File: src/rtl/mem_port_arbiter_if.sv
// Requester-side memory access port: req/we/addr/wdata in, gnt/rvalid/rdata out.
// master = requester (CPU or I/O), slave = arbiter.
interface mem_port_arbiter_if #(
  parameter int DATA_WIDTH = 16,
  parameter int ADDR_WIDTH = 16
);
  logic                  req;
  logic                  we;
  logic [ADDR_WIDTH-1:0] addr;
  logic [DATA_WIDTH-1:0] wdata;
  logic                  gnt;
  logic                  rvalid;
  logic [DATA_WIDTH-1:0] rdata;

  modport master (
    output req,
    output we,
    output addr,
    output wdata,
    input  gnt,
    input  rvalid,
    input  rdata
  );

  modport slave (
    input  req,
    input  we,
    input  addr,
    input  wdata,
    output gnt,
    output rvalid,
    output rdata
  );
endinterface

File: src/rtl/mem_port_arbiter.sv
// CPU / I/O arbiter in front of a single-port synchronous-read data memory.
// Define MEM_ARB_ROUND_ROBIN_EN for round-robin on conflict (default: CPU priority).
module mem_port_arbiter #(
  parameter int DATA_WIDTH = 16,
  parameter int ADDR_WIDTH = 16
) (
  input  logic                  clk,
  input  logic                  reset,
  mem_port_arbiter_if.slave     cpu,
  mem_port_arbiter_if.slave     io,
  output logic                  mem_en,
  output logic                  mem_we,
  output logic [ADDR_WIDTH-1:0] mem_addr,
  output logic [DATA_WIDTH-1:0] mem_wdata,
  input  logic [DATA_WIDTH-1:0] mem_rdata
);

  typedef enum logic [1:0] {
    IDLE   = 2'd0,
    ACCESS = 2'd1,
    RESP   = 2'd2
  } state_e;

  localparam logic OWN_CPU = 1'b0;
  localparam logic OWN_IO  = 1'b1;

  state_e                state_q;
  state_e                state_d;

  logic                  owner_q;
  logic                  we_q;
  logic [ADDR_WIDTH-1:0] addr_q;
  logic [DATA_WIDTH-1:0] wdata_q;

  logic                  any_req;
  logic                  pick_io;
  logic                  load;
  logic                  in_acc;
  logic                  in_resp;

`ifdef MEM_ARB_ROUND_ROBIN_EN
  logic                  last_owner_q;

  // Remember who used the port last; starts at I/O so the CPU wins first.
  always_ff @(posedge clk) begin
    if (reset) begin
      last_owner_q <= OWN_IO;
    end else if (state_q == ACCESS) begin
      last_owner_q <= owner_q;
    end
  end
`endif

  // Pick the winner among pending requests.
  always_comb begin
    any_req = cpu.req | io.req;
`ifdef MEM_ARB_ROUND_ROBIN_EN
    pick_io = io.req & (~cpu.req | (last_owner_q == OWN_CPU));
`else
    pick_io = io.req & ~cpu.req;
`endif
  end

  assign load = (state_q == IDLE) & any_req;

  // State register.
  always_ff @(posedge clk) begin
    if (reset) begin
      state_q <= IDLE;
    end else begin
      state_q <= state_d;
    end
  end

  // Next-state logic.
  always_comb begin
    state_d = IDLE;
    unique case (state_q)
      IDLE:    state_d = any_req ? ACCESS : IDLE;
      ACCESS:  state_d = we_q ? IDLE : RESP;
      RESP:    state_d = IDLE;
      default: state_d = IDLE;
    endcase
  end

  // Capture the winning request for the access cycle.
  always_ff @(posedge clk) begin
    if (reset) begin
      owner_q <= OWN_CPU;
      we_q    <= 1'b0;
      addr_q  <= '0;
      wdata_q <= '0;
    end else if (load) begin
      owner_q <= pick_io;
      we_q    <= pick_io ? io.we    : cpu.we;
      addr_q  <= pick_io ? io.addr  : cpu.addr;
      wdata_q <= pick_io ? io.wdata : cpu.wdata;
    end
  end

  // Reset kills any access in flight in the same cycle.
  always_comb begin
    in_acc  = (state_q == ACCESS) & ~reset;
    in_resp = (state_q == RESP) & ~reset;
  end

  // Memory port and requester handshakes.
  always_comb begin
    mem_en     = in_acc;
    mem_we     = in_acc & we_q;
    mem_addr   = reset ? '0 : addr_q;
    mem_wdata  = reset ? '0 : wdata_q;
    cpu.gnt    = in_acc & (owner_q == OWN_CPU);
    io.gnt     = in_acc & (owner_q == OWN_IO);
    cpu.rvalid = in_resp & (owner_q == OWN_CPU);
    io.rvalid  = in_resp & (owner_q == OWN_IO);
    cpu.rdata  = cpu.rvalid ? mem_rdata : '0;
    io.rdata   = io.rvalid ? mem_rdata : '0;
  end

endmodule

File: src/flat_wrapper.sv
// flat-port wrapper written by rule: the top's interface ports become plain ports
module mem_port_arbiter_flat 
#(
  parameter int DATA_WIDTH = 16,
  parameter int ADDR_WIDTH = 16
)
  (clk, reset, mem_en, mem_we, mem_addr, mem_wdata, mem_rdata, cpu_req, cpu_we, cpu_addr, cpu_wdata, cpu_gnt, cpu_rvalid, cpu_rdata, io_req, io_we, io_addr, io_wdata, io_gnt, io_rvalid, io_rdata);
  mem_port_arbiter_if #(.DATA_WIDTH(DATA_WIDTH), .ADDR_WIDTH(ADDR_WIDTH)) cpu_i ();
  mem_port_arbiter_if #(.DATA_WIDTH(DATA_WIDTH), .ADDR_WIDTH(ADDR_WIDTH)) io_i ();
  input  logic clk;
  input  logic reset;
  output logic mem_en;
  output logic mem_we;
  output logic [ADDR_WIDTH-1:0] mem_addr;
  output logic [DATA_WIDTH-1:0] mem_wdata;
  input  logic [DATA_WIDTH-1:0] mem_rdata;
  input wire logic [$bits(cpu_i.req)-1:0] cpu_req;
  input wire logic [$bits(cpu_i.we)-1:0] cpu_we;
  input wire logic [$bits(cpu_i.addr)-1:0] cpu_addr;
  input wire logic [$bits(cpu_i.wdata)-1:0] cpu_wdata;
  output wire logic [$bits(cpu_i.gnt)-1:0] cpu_gnt;
  output wire logic [$bits(cpu_i.rvalid)-1:0] cpu_rvalid;
  output wire logic [$bits(cpu_i.rdata)-1:0] cpu_rdata;
  input wire logic [$bits(io_i.req)-1:0] io_req;
  input wire logic [$bits(io_i.we)-1:0] io_we;
  input wire logic [$bits(io_i.addr)-1:0] io_addr;
  input wire logic [$bits(io_i.wdata)-1:0] io_wdata;
  output wire logic [$bits(io_i.gnt)-1:0] io_gnt;
  output wire logic [$bits(io_i.rvalid)-1:0] io_rvalid;
  output wire logic [$bits(io_i.rdata)-1:0] io_rdata;
  assign cpu_i.req = cpu_req;
  assign cpu_i.we = cpu_we;
  assign cpu_i.addr = cpu_addr;
  assign cpu_i.wdata = cpu_wdata;
  assign cpu_gnt = cpu_i.gnt;
  assign cpu_rvalid = cpu_i.rvalid;
  assign cpu_rdata = cpu_i.rdata;
  assign io_i.req = io_req;
  assign io_i.we = io_we;
  assign io_i.addr = io_addr;
  assign io_i.wdata = io_wdata;
  assign io_gnt = io_i.gnt;
  assign io_rvalid = io_i.rvalid;
  assign io_rdata = io_i.rdata;
  mem_port_arbiter #(.DATA_WIDTH(DATA_WIDTH), .ADDR_WIDTH(ADDR_WIDTH)) u_core (.clk(clk), .reset(reset), .cpu(cpu_i), .io(io_i), .mem_en(mem_en), .mem_we(mem_we), .mem_addr(mem_addr), .mem_wdata(mem_wdata), .mem_rdata(mem_rdata));
endmodule
File: config.mk
export PLATFORM = sky130hd
export DESIGN_NAME = mem_port_arbiter_flat
export DESIGN_NICKNAME = d
export VERILOG_FILES = /design/src/rtl/mem_port_arbiter_if.sv /design/src/rtl/mem_port_arbiter.sv /design/src/flat_wrapper.sv
export SDC_FILE = /design/constraint.sdc
export NUM_CORES = 1
export LEC_CHECK = 0
export CAP_MARGIN = 40
export CORE_MARGIN = 2
export CORE_UTILIZATION = 36
export DETAILED_ROUTE_END_ITERATION = 12
export MAX_ROUTING_LAYER = met4
export PLACE_DENSITY = 0.85
export SYNTH_ARGS = -nofsm -noshare
export SYNTH_HDL_FRONTEND = slang
export SYNTH_SLANG_ARGS = --single-unit
File: constraint.sdc
create_clock -name clk -period 1.8 [get_ports clk]
set_input_delay 0.36 -clock clk [delete_from_list [all_inputs] [get_ports clk]]
set_output_delay 0.36 -clock clk [all_outputs]
set_load 0.03 [all_outputs]
# Yosys cells after proc, flatten, opt, wreduce, memory -nomap -nowiden
# Index checks and enable logic that the tools add are counted.
[classes] reduce_logical=1 bitwise=13 mux=10 n_eq_ne=2
[ops] operator="$mux 16" count=6
[ops] operator="$and 1x1->1" count=9
[ops] operator="$pmux 2 s2" count=1
[ops] operator="$not 1->1" count=3
[ops] operator="$eq 2x1->1 const B" count=1
[ops] operator="$eq 2x2->1 const B" count=1
[ops] operator="$logic_not 2->1" count=1
[ops] operator="$mux 1" count=2
[ops] operator="$mux 2" count=1
[ops] operator="$or 1x1->1" count=1
[word_totals] wordCells=31 input_bits=86 register_bits=36

# Longest topological paths before layout
[logic_depth] depth_word=4 ltp_mapped=5

# Worst setup path before layout
# No wires, ideal clock.
[synth_path] path_kind="input to output" start="input port reset" end="output port io_rdata[10]" t_arrival_ns=1.436 path_buffers=2 slack_ns=0.004 required_ns=1.440 path_stages=4 path_cell_list="buf_2 > and4bb_1 > buf_2 > and2_1"
[synth_via] elab_chain_len=4
[synth_lines] item="start: declaration" line="flat_wrapper.sv:11" source="input logic reset;"
[synth_lines] item="$not 1->1" line="mem_port_arbiter.sv:104" source="in_resp = (state_q == RESP) & ~reset;"
[synth_lines] item="$and 1x1->1" line="mem_port_arbiter.sv:104"
[synth_lines] item="$and 1x1->1" line="mem_port_arbiter.sv:116" source="io.rvalid = in_resp & (owner_q == OWN_IO);"
[synth_lines] item="net io_rvalid" line="flat_wrapper.sv:29" source="output wire logic [$bits(io_i.rvalid)-1:0] io_rvalid;"
[synth_lines] item="$mux 16" line="mem_port_arbiter.sv:118" source="io.rdata = io.rvalid ? mem_rdata : '0;"
[synth_lines] item="end: declaration" line="flat_wrapper.sv:30" source="output wire logic [$bits(io_i.rdata)-1:0] io_rdata;"
# The timed path passes the listed nets, and every way through them passes these cells.

# Worst setup path in the final report
[layout_path] start="register u_core.owner_q" end="output port cpu_rdata[5]"
[layout_via] elab_chain_len=3
[layout_lines] item="start: declaration" line="mem_port_arbiter.sv:30" source="logic owner_q;"
[layout_lines] item="start signal: assignment" line="mem_port_arbiter.sv:94" source="owner_q <= pick_io;"
[layout_lines] item="$not 1->1" line="mem_port_arbiter.sv:115" source="cpu.rvalid = in_resp & (owner_q == OWN_CPU);"
[layout_lines] item="$and 1x1->1" line="mem_port_arbiter.sv:115"
[layout_lines] item="$mux 16" line="mem_port_arbiter.sv:117" source="cpu.rdata = cpu.rvalid ? mem_rdata : '0;"
[layout_lines] item="end: declaration" line="flat_wrapper.sv:23" source="output wire logic [$bits(cpu_i.rdata)-1:0] cpu_rdata;"
# Every way passes these cells.

==> summary.txt <==
Hold path
  • HP Class: flop to flop
  • Hold Startpoint: u_core.we_q
  • Min-Delay Endpoint: u_core.state_q[1]
  • Hold path depth: 1

Synthesis
  • Syn_nets: roughly 350
  • Post-synthesis sequential area ratio: 0.314
  • Synth unique cells: 25
  • Mapped cell area: 2300 um^2
  • Yosys warns: 0
  • Main synth FF type: dfxtp_1
  • Post-synth EDFFs: 0
  • Async S/R FF share, synth: 0
  • Avg Inst Size Synth: around 8.6 um^2
  • Yosys reg bits: 36
  • Synthesized netlist cell count: 266

Drt
  • DR vias/cell: 5.00
  • WL final: 7200 um
  • Pre-Repair DR Iteration Count: 5
  • Drt drc: 0
  • ANT nets after route: 0
  • Mean routed wirelength per cell: 14.4 um
  • Vias: 2496
  • Initial drt markers: 118

CTS
  • H-tree Lvls: 2
  • Num CTS Buffers: 5
  • Setup Fix Bufs, Post-CTS: 0
  • Clk_lat worst skew: 290 ps
  • Max clock buf depth: 2
  • CTS tree: done
  • CTS Hold Buffers Added: 0
  • Worst-path clk slew: 70 ps
  • CTS root buf: clkbuf_8
  • Clk sinks: 36

GRT
  • Pin count of the biggest net entering global routing: between 40 and 50
  • Grt ovf: 0
  • First-pass GRT wire length: 11400 um
  • Initial antenna violation count: 0
  • Vias in the first global route: 2519
  • Tot GR Track Use: 0.204

Setup path
  • Worst r2r dst: u_core.owner_q
  • Crit path DAT: between 1000 and 1500 ps
  • CP Max Fanout: 17
  • Worst reg2reg startpoint: u_core.state_q[0]
  • Required @ worst endpoint: about 1400 ps
  • CP endpoint kind: primary output
  • Reg-to-reg slack, setup: 450 ps
  • R2R depth: 5
  • Startpoint Class: flop
  • CP Class: flop to primary output

Final layout
  • Multi-input logic area: between 1000 and 1500 um^2
  • Reg area: 723 um^2
  • Share of cells above drive strength 1: 0.363
  • Inserted Diodes: 0
  • Util after Layout: 0.636
  • Fillers: 549
  • P&R area growth vs syn: 72.9%
  • Final #Nets: roughly 510
  • Final std cell area, no fill: between 3000 and 4000 um^2

Power
  • VDD IR max: 349 uV
  • Tot Pwr: approximately 0.0024 W
  • Power per Cell Area: 613 nW/um^2
  • Leak: 1.69 nW

Floorplan
  • DIE HEIGHT: 83.9 um
  • # rows: 29
  • Placeable Area: 6240 um^2
  • Die W: 83.9 um
  • Initial core utilization: 0.368
  • Io pins: 156
  • Die area: 7030 um^2

Place
  • Port Buf Inserts: 155
  • GPL Wtd Cong: 0.794
  • DP Wirelength: 5490 um
  • Post-DP Area: 3810 um^2

Timing
  • Measured slew at the worst slew-check pin: 491 ps
  • Period utilization: 0.996
  • Hold_ws: 423 ps
  • Hold violation total from the final report: 0
  • Clock skew: roughly 6.0 ps
  • RSZ-0062 raised after global routing: yes
  • FMAX: 0.558 GHz
  • Slew HR: 0.673
  • Endpoints failing setup: 0
  • Final Critical Period: 1790 ps
  • Final Slew Violations: 0

Flow run
  • Max_cap viols: 0

Run status
  • Status: finished clean
==> critical path, stage by stage (launching register included) <==
cell,delay [ps]
dfxtp_2,360
nor4b_4,300
buf_6,190
and2_1,170
buf_6,140
==> where the power goes <==
group	leakage, nW	internal, W	switching [W]	total [W]
Combinational	1.34	0.000444	0.000471	0.000915
Sequential	0.300	0.000888	0.0000297	0.000918
Clock	0.0510	0.000306	0.000297	0.000603
==> worst max path at each step <==
stage,start,to,slack (ps),cells after the start
global route,u_core.owner_q,cpu_rdata[7],-80,4
detailed placement,io_req,u_core.addr_q[5],-90,5
finish,u_core.owner_q,cpu_rdata[5],7,4
floorplan,reset,io_rdata[10],4,4
global placement,io_req,u_core.addr_q[5],-30,5
CTS,u_core.owner_q,cpu_rdata[1],0.4,4
==> timing repair <==
action | 4_1_cts | 5_1_grt
gates cloned | 0 | 0
setup endpoints to repair | 32 | 31
resized for setup | 3 | 17
==> cell usage in the layout, fill, tap and decap left out, drive strengths merged <==
cell type	Yosys	final
o22ai	7	7
and2	32	32
clkinv	0	2
clkbuf	8	6
a21oi	1	1
a221oi	33	33
buf	17	89
nand2	1	1
dfxtp	36	36
nand2b	1	1
o21ai	27	27
and4bb	1	1
or3b	26	26
and3	1	1
nor2	38	38
clkdlybuf4s50	0	84
nor4b	1	1
inv	35	35
a211oi	1	1
==> flip-flops by register name (all words and copies together) (netlist names) <==
register,count
u_core.owner_q,1
u_core.we_q,1
u_core.state_q,2
u_core.addr_q,16
u_core.wdata_q,16
==> per-layer routing <==
metal | global-route usage | wire, um | up-vias | part of all wire
li1 | - | - | 1237 | -
met1 | 0.212 | 2800 | 1148 | 0.39
met2 | 0.377 | 3730 | 102 | 0.52
met3 | 0.0603 | 598 | 9 | 0.083
met4 | 0.0499 | 76 | 0 | 0.011
met5 | - | 0 | - | 0
==> through the flow <==
stage,setup slack (ps),setup TNS [ps],instances
global route,-79.2,-1250,499
detailed placement,-87.3,-1080,491
finish,6.96,0,499
CTS,0.385,0,499
global placement,-30.6,-158,491
floorplan,3.70,0,266
==> Yosys cell counts, types with 3 or more instances <==
cell type  number  area [um^2]
dfxtp_1        36          721
a221oi_1        5         43.8
nor2_1         37          139
clkbuf_1        8         30.0
a221oi_2       28          420
o22ai_1         7         43.8
buf_4           3         22.5
inv_1          34          128
or3b_1          7         61.3
buf_6           3         33.8
and2_1         32          200
buf_1           3         11.3
buf_2           8         40.0
or3b_2         19          166
o21ai_0        26          130
==> cell families (layout without fill, tap and decap cells) <==
kind of cell           after synthesis  in the layout  share of synthesized area
buffers and inverters               60            216                      0.117
AOI/OAI and AO/OA                   69             69                      0.290
DFF                                 36             36                      0.314
and+or+nand+nor                    101            101                      0.278
==> final cells by class <==
class                      instances  area share
sequential                        36       0.182
tap                               77      0.0243
clock buffer                       6      0.0208
inverter                          35      0.0331
clock inverter                     2     0.00252
multi-input combinational        170       0.331
timing repair buffer             173       0.406
Note: power is estimated with default switching activity, not from simulation.
